### src/rtl/normalize_ctrl.sv
// Post-add normalization sequencer: captures a 25-bit unnormalized sum, locates the
// leading one, shifts the mantissa and adjusts the exponent, returning the result over valid/ready.
module normalize_ctrl #(
  parameter int MANT_W = 25,
  parameter int EXP_W  = 8
) (
  input  logic              clk,
  input  logic              rst_n,
  input  logic              in_valid,
  output logic              in_ready,
  input  logic [MANT_W-1:0] in_mant,
  input  logic [EXP_W-1:0]  in_exp,
  input  logic              in_sign,
  output logic              out_valid,
  input  logic              out_ready,
  output logic [22:0]       out_frac,
  output logic [EXP_W-1:0]  out_exp,
  output logic              out_sign,
  output logic [2:0]        out_flags,
  output logic              busy
);

  localparam logic [1:0] IDLE   = 2'd0;
  localparam logic [1:0] DETECT = 2'd1;
  localparam logic [1:0] SHIFT  = 2'd2;
  localparam logic [1:0] DONE   = 2'd3;

  localparam logic [EXP_W:0] EXP_MAX = {1'b0, {EXP_W{1'b1}}};

  // FindFirstOne (N=25): returns {valid, index of the most significant set bit}
  function automatic logic [5:0] find_first_one(input logic [24:0] v);
    logic [5:0] r;
    r = 6'd0;
    for (int i = 0; i < 25; i++) begin
      if (v[i]) begin
        r = {1'b1, i[4:0]};
      end
    end
    return r;
  endfunction

  logic [1:0]        state_q, state_d;
  logic [24:0]       mant_q;
  logic [EXP_W-1:0]  exp_q;
  logic              sign_q;
  logic [4:0]        idx_q;
  logic              ffo_vld_q;
  logic [5:0]        ffo_s;

  logic [22:0]       frac_d;
  logic [EXP_W-1:0]  exp_d;
  logic [2:0]        flags_d;
  logic [4:0]        sh_s;
  logic [24:0]       mant_shl_s;
  logic [EXP_W:0]    exp_inc_s;

  logic              out_valid_q, in_ready_q, busy_q, out_sign_q;
  logic [22:0]       out_frac_q;
  logic [EXP_W-1:0]  out_exp_q;
  logic [2:0]        out_flags_q;

  assign ffo_s = find_first_one(mant_q);

  always_comb begin
    state_d = state_q;
    case (state_q)
      IDLE:    if (in_valid) state_d = DETECT; else state_d = IDLE;
      DETECT:  state_d = SHIFT;
      SHIFT:   state_d = DONE;
      DONE:    if (out_ready) state_d = IDLE; else state_d = DONE;
      default: state_d = IDLE;
    endcase
  end

  // Result arithmetic; exponent comparisons are done one bit wider so nothing wraps
  always_comb begin
    sh_s       = 5'd23 - idx_q;
    mant_shl_s = mant_q << sh_s;
    exp_inc_s  = {1'b0, exp_q} + {{EXP_W{1'b0}}, 1'b1};
    frac_d     = 23'd0;
    exp_d      = {EXP_W{1'b0}};
    flags_d    = 3'b000;
    if (!ffo_vld_q) begin
      flags_d = 3'b001;
    end else if (idx_q == 5'd24) begin
      if (exp_inc_s >= EXP_MAX) begin
        exp_d   = {EXP_W{1'b1}};
        flags_d = 3'b100;
      end else begin
        frac_d = mant_q[23:1];
        exp_d  = exp_inc_s[EXP_W-1:0];
      end
    end else if (idx_q == 5'd23) begin
      frac_d = mant_q[22:0];
      exp_d  = exp_q;
    end else begin
      if ({1'b0, exp_q} <= {{(EXP_W-4){1'b0}}, sh_s}) begin
        flags_d = 3'b010;
      end else begin
        frac_d = mant_shl_s[22:0];
        exp_d  = exp_q - {{(EXP_W-5){1'b0}}, sh_s};
      end
    end
  end

  always_ff @(posedge clk) begin
    if (!rst_n) begin
      state_q     <= IDLE;
      mant_q      <= 25'd0;
      exp_q       <= {EXP_W{1'b0}};
      sign_q      <= 1'b0;
      idx_q       <= 5'd0;
      ffo_vld_q   <= 1'b0;
      out_valid_q <= 1'b0;
      in_ready_q  <= 1'b1;
      busy_q      <= 1'b0;
      out_frac_q  <= 23'd0;
      out_exp_q   <= {EXP_W{1'b0}};
      out_sign_q  <= 1'b0;
      out_flags_q <= 3'b000;
    end else begin
      state_q     <= state_d;
      out_valid_q <= (state_d == DONE);
      in_ready_q  <= (state_d == IDLE);
      busy_q      <= (state_d != IDLE);
      if (state_q == IDLE && in_valid) begin
        mant_q <= in_mant;
        exp_q  <= in_exp;
        sign_q <= in_sign;
      end
      if (state_q == DETECT) begin
        idx_q     <= ffo_s[4:0];
        ffo_vld_q <= ffo_s[5];
      end
      if (state_q == SHIFT) begin
        out_frac_q  <= frac_d;
        out_exp_q   <= exp_d;
        out_sign_q  <= sign_q;
        out_flags_q <= flags_d;
      end
    end
  end

  assign out_valid = out_valid_q;
  assign in_ready  = in_ready_q;
  assign busy      = busy_q;
  assign out_frac  = out_frac_q;
  assign out_exp   = out_exp_q;
  assign out_sign  = out_sign_q;
  assign out_flags = out_flags_q;

endmodule
### config.mk
export PLATFORM = sky130hd
export DESIGN_NAME = normalize_ctrl
export DESIGN_NICKNAME = d
export VERILOG_FILES = /design/src/rtl/normalize_ctrl.sv
export SDC_FILE = /design/constraint.sdc
export NUM_CORES = 1
export LEC_CHECK = 0
export ABC_AREA = 1
export CORE_ASPECT_RATIO = 2
export CORE_MARGIN = 3
export CORE_UTILIZATION = 65
export DETAILED_ROUTE_END_ITERATION = 8
export DONT_BUFFER_PORTS = 1
export PLACE_DENSITY = 0.78
export REMOVE_ABC_BUFFERS = 1
export SYNTH_ARGS = -nofsm -noshare
export SYNTH_HDL_FRONTEND = slang
export SYNTH_SLANG_ARGS = --single-unit
### constraint.sdc
create_clock -name clk -period 5.92 [get_ports clk]
set_clock_uncertainty 0.1 [all_clocks]
set_input_delay 0.888 -clock clk [delete_from_list [all_inputs] [get_ports clk]]
set_output_delay 0.888 -clock clk [all_outputs]
set_load 0.005 [all_outputs]
* Word level (Yosys, flattened, before mapping) *
Index checks and enable logic that the tools add are counted.
Widths: inputs -> output; s select.

word-level totals
  register bits = 80
  logic and storage cells = 72
  input port bits = 38

operators by class
  equal/unequal tests = 6
  multiplexer cells = 43
  reductions and logical operators = 4
  magnitude comparators = 2
  shift-type cells = 1
  add/subtract/negate cells = 3

operator list
  cell                 number
  $mux 6               25
  $mux 23              5
  $mux 8               5
  $shl 25x5->23        1
  $eq 5x5->1 const B   2
  $add 8x1->9 const B  1
  $ge 9x8->1 const B   1
  $mux 3               3
  $le 8x5->1           1
  $pmux 2 s4           1
  $sub 8x5->8          1
  $eq 2x2->1 const B   3
  $mux 2               3
  $sub 5x5->5 const A  1
  $logic_not 2->1      2
  $eq 2x1->1 const B   1
  $reduce_bool 2->1    1
  $logic_and 1x1->1    1
  $mux 1               1

* Logic depth before layout (Yosys ltp) *
  depth in word-level cells = 25
  gate-level depth with buffers = 25
  mapped depth without buffers = 25

* Worst setup path before layout *
OpenSTA, ideal clock, no wires.

  path kind = reg-to-reg
  from = register idx_q[3]
  to = register out_frac_q[13] (netlist: out_frac[13])
  library setup time = 0.074 ns
  stages on the path, launching flop included = 16
  data required time = 5.746 ns
  arrival time = 2.698 ns
  setup slack = 3.047 ns
  period minus slack after synthesis = 2.873 ns
  cell sequence = dfxtp_1 > inv_1 > buf_2 > ha_1 > clkbuf_1 > inv_1 > ha_1 > inv_1 > o2111ai_2 > nand2_2 > nor2_4 > nand2_4 > buf_6 > o32ai_2 > nand2_1 > a31oi_1

on the way
  longest elaborated chain between the ends = 6
  elaborated cells between the ends (all ways) = 9
  classes of those cells = 1 x add/sub; 1 x order compare; 2 x eq/ne; 1 x shift; 4 x mux

RTL lines
  item                                         line    RTL
  start, declared                              46      logic [4:0] idx_q;
  start signal, assigned                       132     idx_q <= ffo_s[4:0];
  $sub 5x5->5                                  77      sh_s = 5'd23 - idx_q;
  $le 8x5->1 or $shl 25x5->23 (tied branches)  97, 78
  $mux 23                                      97      if ({1'b0, exp_q} <= {{(EXP_W-4){1'b0}}, sh_s}) begin
  $mux 23                                      93      end else if (idx_q == 5'd23) begin
  $mux 23 *                                    85      end else if (idx_q == 5'd24) begin
  $mux 23 *                                    83      if (!ffo_vld_q) begin
  end signal, assigned                         136     out_frac_q <= frac_d;
  end, declared                                58      logic [22:0] out_frac_q;

Every way passes the cells marked *; elsewhere a longest branch is shown, timed or not.
A chain may end at the register's enable or synchronous reset.

* Worst setup path after layout *
  from = register idx_q[3]
  to = register out_frac_q[16] (netlist: out_frac[16])

Same word-level chain as after synthesis.

==> qor.csv <==
stage,metric,value,unit
outcome,status,"finished, final reports clean",
finish,layout_commonest_cell,nand2_1,
place,place_congestion,1.10,
yosys,syn_avg_cell_area,6.69,um^2
route,vias_per_cell,6.52,
yosys,yosysSeqAreaShare,0.330,
yosys,synthArstFlopShare,0,
yosys,syn_inst,724,
critical_path,critPathCaptureType,flip-flop,
route,drcViolationCount,0,
cts,post_cts_buffers,0,
cts,cts_root_buffer,clkbuf_16,
critical_path,required,6080,ps
sta,setup_slack,2630,ps
sta,maxSlewViolCount,0,
floorplan,start_util,0.682,
pwr,finalPower,1.93,mW
critical_path,critPathMaxFanout,16,
route,antenna_left,0,
critical_path,crit_type,flip-flop to flip-flop,
cts,clkSinkCount,80,
sta,final_hold_viol_count,0,
route,num_vias,5175,
cts,numCtsBuffers,9,
yosys,yosys_warnings,0,
global_routing,grt_overflow,0,
sta,fin_crit_sh,0.556,
pwr,leakage,1.98,nW
finish,antenna_cells,0,
global_routing,grt_usage,0.391,
global_routing,grt_pass1_wl,25.6,mm
route,first_pass_iters,6,
floorplan,fp.dieH,128,um
yosys,synth.distinct_cells,49,
sta,setup_viol,0,
floorplan,fp-row-count,43,
finish,fin_cells,794,
finish,nNetsFinal,747,
floorplan,fp.coreArea,7100,um^2
global_routing,grt_pass1_vias,5323,
floorplan,ios,76,
place,place_ws,2730,ps
route,wire_per_inst,20.0,um
pwr,power_density,377,nW/um^2
finish,mostFrequentLayoutCells,"nand2_1, o21ai_0, dfxtp_1",
cts,cts.clk_slew.worst_paths,60,ps
worst_hold_path,hold_class,flip-flop to flip-flop,
finish,fillers,608,
yosys,synth-edff-count,0,
cts,hold_buffers,0,
floorplan,dieArea,8590,um^2
finish,post-route-util,0.721,
place,dp.cells,779,
route,wl,15.9,mm
yosys,syn-cell-area,4850,um^2
route,drt_iter0_drc,490,
pwr,ir_drop,0.274,mV
cts,clk_latency,340,ps
global_routing,antenna_found_initial,0,
critical_path,arrival,3450,ps
cts,cts_tree,done,
cts,clockBufferDepth,2,
floorplan,dieWidth,67.1,um
sta,fin_setup_tns,0,ps
sta,worst_slew_pin_slew,1050,ps
sta,slew_headroom,0.297,
sta,period_minus_slack,3290,ps
critical_path,start_kind,flip-flop,
job,maxCapViolations,0,
sta,rsz0062_at_grt,false,
yosys,ys_ff_latch,80,
global_routing,grt_max_degree,66,
place,hpwl,11.4,mm
finish,drive_gt1_frac,0.0540,
cts,cts_resized,0,
cts,htreeDepth,3,
sta,max_freq,304,MHz
yosys,synth-main-ff-cell,dfxtp_1,
place,portBuffers,0,
finish,syn2layout_area_growth,5.73,%
-- through the flow --
step | hold slack [ps] | area, um^2
floorplan | 356 | 4640
global placement | 366 | 4800
detailed placement | 373 | 4800
CTS | 386 | 5120
global route | 406 | 5120
finish | 386 | 5120
-- where the power goes --
group | switching [mW] | total (mW) | internal [mW] | leakage (nW)
sequential | 0.0643 | 0.659 | 0.594 | 0.654
clock | 0.223 | 0.604 | 0.381 | 0.156
combinational | 0.467 | 0.668 | 0.200 | 1.17
-- final timing paths --
kind                    from            to  slack, ps  cells after the start
setup / recovery    idx_q[3]  out_frac[16]       2630                     13
hold / removal    out_exp[6]    out_exp[6]        390                      2
setup reg to reg    idx_q[3]  out_frac[16]       2630                     13
hold reg to reg   out_exp[6]    out_exp[6]        390                      2
-- cell usage after synthesis (2+ instances only) --
library cell	instances	area (um^2)
o211ai_1	8	60.1
nand4_1	3	18.8
clkbuf_1	24	90.1
a21oi_1	61	305
a211oi_1	3	22.5
buf_1	2	7.51
o22ai_1	20	125
dfxtp_1	80	1600
o32ai_2	2	32.5
inv_2	4	15.0
o311ai_0	4	35.0
a31oi_1	14	87.6
ha_1	8	100
xor2_1	8	70.1
buf_4	2	15.0
buf_2	9	45.0
nor4_1	2	12.5
nand2_1	165	619
a221oi_1	2	17.5
o311ai_1	3	26.3
o21ai_1	15	75.1
o21ai_0	85	425
a211o_1	2	17.5
nor3_1	9	45.0
buf_6	4	45.0
mux2i_1	10	100
nand3b_1	2	15.0
o221ai_1	3	26.3
nor2_2	2	12.5
nand3_1	26	130
o2111ai_1	2	17.5
nor2_1	63	236
nand2_2	2	12.5
inv_1	60	225
-- critical path, cell delays in order (launching register included) --
cell and delay (ps):
dfxtp_1 310, buf_4 190, inv_1 210, ha_1 490, inv_1 160, ha_1 360
inv_1 100, o2111ai_2 210, nand2_2 120, nor2_4 170, inv_2 120, o311ai_1 380
o21ai_1 130, a21oi_1 160
-- cells by family after synthesis --
| kind of cell | Yosys count | synth area share |
|---|---|---|
| and+or+nand+nor | 279 | 0.238 |
| AOI/OAI and AO/OA | 231 | 0.278 |
| adders and majority gates | 9 | 0.0248 |
| DFF | 80 | 0.330 |
| muxes | 10 | 0.0207 |
| buffers and inverters | 106 | 0.0922 |
| xor gates and xnor gates | 9 | 0.0163 |
-- registers in the layout (all words and copies together), names as in the netlist --
| signal | cells |
|---|---|
| out_valid | 1 |
| exp_q | 8 |
| mant_q | 25 |
| out_sign | 1 |
| sign_q | 1 |
| out_exp | 8 |
| busy | 1 |
| out_flags | 3 |
| state_q | 2 |
| in_ready | 1 |
| out_frac | 23 |
| ffo_vld_q | 1 |
| idx_q | 5 |
-- per-layer routing --
| metal | part of all wire | vias up | track usage |
|---|---|---|---|
| met5 | 0 | - | 0 |
| met1 | 0.34 | 2344 | 0.391 |
| met4 | 0.077 | 0 | 0.287 |
| met3 | 0.068 | 105 | 0.0746 |
| met2 | 0.52 | 304 | 0.686 |
| li1 | - | 2422 | - |
-- area by class of cell --
type	count	area (um^2)	share of cell area
repair buffers	6	45.0	0.00879
clock buffers	11	243	0.0474
clock inverters	4	77.6	0.0151
inverters	65	244	0.0476
well taps	90	113	0.0220
multi-input cells	538	2800	0.547
flip-flops and latches	80	1600	0.313
Note: power is estimated with default switching activity, not from simulation.
==> RTL change 1, RTL diff (config.mk and constraints unchanged) <==
`EXP_W`: 8 -> 9.
--- a/src/rtl/normalize_ctrl.sv
+++ b/src/rtl/normalize_ctrl.sv
@@ -4,3 +4,3 @@
   parameter int MANT_W = 25,
-  parameter int EXP_W  = 8
+  parameter int EXP_W  = 9
 ) (
Interface: changed (resized in_exp and out_exp); port bits go from 76 to 78. No check against the original RTL was run, so the function may have changed too.
==> RTL change 1 against the unedited design <==
- synthesized area rose by 4.7%
- routed wire length is 11% higher
- critical path depth grew 1
- power shrank 1.8%
- combinational power is 0.6% lower
- sequential cell count up 2
- setup slack worse by 950 ps
- final area rose by 4.0%
- critical endpoint is now out_exp[2]
==> RTL change 1: results <==
metrics = {
    "route": {
        "detail_route.vias_per_cell": 6.73,
        "detailedRoute.firstIterationViolations": 505,
        "firstDrtPassIters": 5,
        "vias": 5526,
        "totalWireLength_mm": 17.6,
    },
    "worst_setup_path": {
        "timing.reg2reg.setup_slack_ps": 1680,
        "r2r.worst_path.cells": 14,
        "timing.critical_path.slowest_cell_delay_ps": 710,
        "endpoint_arrival_time_on_the_critical_path_ps": 4400,
        "timing.critical_path.max_delay_family": "adder cells",
        "crit_slowest_cell": "ha_1",
        "timing.critical_path.to": "out_exp[2]",
        "startpoint": "idx_q[3]",
        "crit_fanout": 19,
    },
    "power_and_ir_drop": {
        "ir_drop_uv": 279,
        "leakagePower_nw": 2.00,
        "p_int_w": 0.00112,
    },
    "synth": {
        "yosysSeqAreaShare_pct": 32.3,
        "synthDistinctLibCells": 45,
        "most_area_consuming_cells_after_synthesis": "dfxtp_1 32%, nand2_1 12%, o21ai_0 11%, a21oi_1 7.9%, nor2_1 3.9%",
        "netlist_instances": 753,
        "synth_top_cells_by_count": "162 x nand2_1, 114 x o21ai_0, 82 x dfxtp_1",
        "yosysWarningCount": 0,
    },
    "placement": {
        "placement.cell_area_um2": 5030,
        "dp_hpwl_mm": 12.8,
        "placed_insts": 805,
        "globalplace.congestion": 1.08,
    },
    "sta": {
        "maxSlewHeadroom_pct": 26.3,
    },
    "cells_and_area": {
        "finalNetCount": 770,
        "post_route_cells_drive_above_1_share_pct": 7.43,
    },
    "clock_tree": {
        "clk_latency_ps": 350,
        "clock_root_buffer": "clkbuf_16",
    },
    "global_route": {
        "grt_first_pass_wirelength_mm": 26.8,
        "groute.usage.overall_pct": 40.5,
        "pin_count_of_the_biggest_net_entering_global_routing": 44,
        "antenna_found_initial": 0,
    },
    "min_path": {
        "worst_hold_path_type": "reg2reg",
    },
    "run_status": {
        "outcome": "finished, final reports clean",
    },
}
==> RTL change 1: cell types whose count changed after synthesis, moves of 10 or more <==
| cell | before | now |
|---|---|---|
| a21oi_1 | 61 | 80 |
| nor2_1 | 63 | 53 |
| clkbuf_1 | 24 | 35 |
| o21ai_0 | 85 | 114 |
| o31ai_2 | 0 | 10 |
| inv_1 | 60 | 50 |
| a31oi_1 | 14 | 2 |
| o22ai_1 | 20 | 6 |
| o31ai_1 | 0 | 13 |
==> RTL change 1: power groups by stage <==
stage                     Combinational, W  Sequential [W]  Clock, W
final                             0.000664        0.000674  0.000558
after global placement            0.000622        0.000678         0
after CTS                         0.000641        0.000670  0.000561
after floorplan                   0.000439        0.000672         0
after detailed placement          0.000637        0.000682         0
after global routing              0.000729        0.000678  0.000579
==> RTL change 1: how the worst min path moves through the flow <==
stage	start	end	slack, ps	depth (start not counted)
after floorplan	sign_q	out_sign	360	2
after global placement	sign_q	sign_q	360	2
after detailed placement	out_frac[12]	out_frac[12]	380	2
after CTS	out_frac[12]	out_frac[12]	390	2
after global routing	out_frac[15]	out_frac[15]	410	2
final	out_frac[12]	out_frac[12]	380	2
==> RTL change 1: layer usage <==
| layer | GRT usage (%) | vias to the layer above | share of wire (%) |
|---|---|---|---|
| li1 | - | 2536 | - |
| met1 | 41.1 | 2535 | 33 |
| met2 | 69.5 | 358 | 53 |
| met3 | 8.47 | 97 | 7.5 |
| met4 | 30.1 | 0 | 6.6 |
| met5 | 0 | - | 0 |
==> RTL change 1: kinds of logic (layout without fill, tap and decap cells) <==
kind of cell,after synthesis,in the layout,share of synthesized area [%]
XOR/XNOR,10,10,1.73
AND/OR/NAND/NOR,267,267,22.4
adder cells (fa/ha/maj),9,9,2.37
AO/OA/AOI/OAI,266,266,30.7
buffers and inverters,111,85,8.88
multiplexers,8,8,1.58
flip-flops,82,82,32.3
==> RTL change 1: worst register-to-register path: stages (launching register included) <==
cell and delay (ps):
dfxtp_1 470, clkinv_1 330, ha_1 710, inv_1 170, ha_1 400, nand3_1 100
nand2_1 80, o21ai_1 70, nand3_1 100, inv_1 50, nor2_1 540, inv_2 370
o221ai_1 280, o311ai_0 200, a21oi_1 210
==> RTL change 1: area by class of cell <==
cell class,instances,area (um^2)
multi-input combinational,560,2990
fill,640,2270
sequential,82,1640
inverter,62,233
clock buffer,10,229
tap,94,118
clock inverter,6,67.6
timing repair buffer,7,52.6
==> RTL change 1: metrics by stage <==
| stage | hold WS [ps] | worst slack, ps |
|---|---|---|
| floorplan | 356 | 2710 |
| global placement | 365 | 2050 |
| detailed placement | 377 | 1810 |
| CTS | 386 | 1790 |
| global route | 409 | 1380 |
| finish | 384 | 1680 |
==> RTL change 2, RTL diff (same settings) <==
Made on the original files. Reset style: asynchronous (`rst_n`), changed in one clocked block.
--- a/src/rtl/normalize_ctrl.sv
+++ b/src/rtl/normalize_ctrl.sv
@@ -105,3 +105,3 @@
 
-  always_ff @(posedge clk) begin
+  always_ff @(posedge clk or negedge rst_n) begin
     if (!rst_n) begin
Behaviour: differs if rst_n is asserted again (counterexample within 4 cycles, from zero or initial values and one cycle with rst_n low); with rst_n held inactive, the same outputs for 10 cycles.
==> RTL change 2 against the unedited design <==
- setup slack worse by 560 ps
- routed wire length shrank 1.1%
- largest cell class unchanged
- first-iteration DRC count down 12%
- non-clock buffer count fell by 2
- count of clock-buffer cells in the layout is 2 lower
- critical endpoint is now out_frac[5]
- final area is 5.0% higher
- synthesized area increased by 5.7%
- sequential share of layout area increased by 6.0 points
- sequential cell count stayed put
- worst hold slack worse by 260 ps
Power is not compared: it rests on default switching activity, and its combinational part moved more than twofold at a synthesized area within 25%.
==> RTL change 2: results <==
metrics = {
    "placement": {
        "dp_hpwl_mm": 11.7,
        "placement.cell_area_um2": 5100,
        "placement.setup.worst_slack_ps": 2180,
        "placed_insts": 744,
    },
    "global_route": {
        "grt_use_met1_pct": 38.9,
        "groute.layer.met3.usage_pct": 8.13,
        "first_global_vias": 4841,
        "grt_first_pass_wirelength_mm": 24.4,
        "groute.usage.overall_pct": 36.8,
        "pin_count_of_the_biggest_net_entering_global_routing": 81,
    },
    "synth": {
        "most_area_consuming_cells_after_synthesis": "dfrtp_1 39%, nand2_1 10%, o21ai_0 8.8%, nor2_1 5.4%, a21oi_1 4.9%",
        "synth_xor_area_share_pct": 1.37,
        "synthDistinctLibCells": 53,
        "synth_compound_gate_area_share_pct": 25.6,
        "synth_top_cells_by_count": "139 x nand2_1, 90 x o21ai_0, 79 x dfrtp_1",
        "yosysSeqAreaShare_pct": 39.1,
        "synthArstFlopShare_pct": 100,
        "synth.area.mux_share_pct": 1.64,
        "post_synth_fa_ha_maj_area_fraction_pct": 2.35,
    },
    "sta": {
        "final_min_period_over_clock_period_pct": 65.1,
        "maxSlewHeadroom_pct": 44.8,
    },
    "route": {
        "drt-met1-wl_mm": 5.48,
        "dr_wl_met2_mm": 8.27,
        "detailedRoute.firstIterationViolations": 431,
    },
    "cells_and_area": {
        "stdcell_count": 760,
        "finalNetCount": 708,
    },
    "worst_setup_path": {
        "crit_fanout": 20,
        "timing.reg2reg.setup_slack_ps": 2070,
        "timing.critical_path.to": "out_frac[5]",
        "r2r_start": "idx_q[3]",
        "r2r.worst_path.cells": 12,
        "endpoint_arrival_time_on_the_critical_path_ps": 4030,
    },
    "run_status": {
        "outcome": "finished, final reports clean",
    },
    "min_path": {
        "worst_hold_path_type": "in2async",
    },
}
[RTL change 2: changes by cell type in the layout (fill, tap and decap cells not counted), moves of 12 or more]
cell	unedited run	this run
a22oi_1	0	12
nand3_1	26	8
dfrtp_1	0	79
o21ai_1	15	1
nand2_1	164	139
dfxtp_1	80	0
[RTL change 2: worst min path at each step]
stage	startpoint	end	slack, ps	depth (start not counted)
2_1_floorplan	out_frac[16]	out_frac[16]	370	2
3_3_place_gp	sign_q	sign_q	390	2
3_5_place_dp	out_exp[1]	out_exp[1]	400	2
4_1_cts	rst_n	mant_q[13]	120	0
5_1_grt	rst_n	mant_q[13]	110	0
6_report	rst_n	mant_q[13]	130	0
[RTL change 2: area by class of cell]
type | instances | area (um^2)
Multi-Input combinational cell | 495 | 2680
Tap cell | 94 | 118
Sequential cell | 80 | 2000
Inverter | 71 | 272
Timing Repair Buffer | 4 | 30.0
Fill cell | 623 | 2220
Clock buffer | 9 | 225
Clock inverter | 7 | 51.3
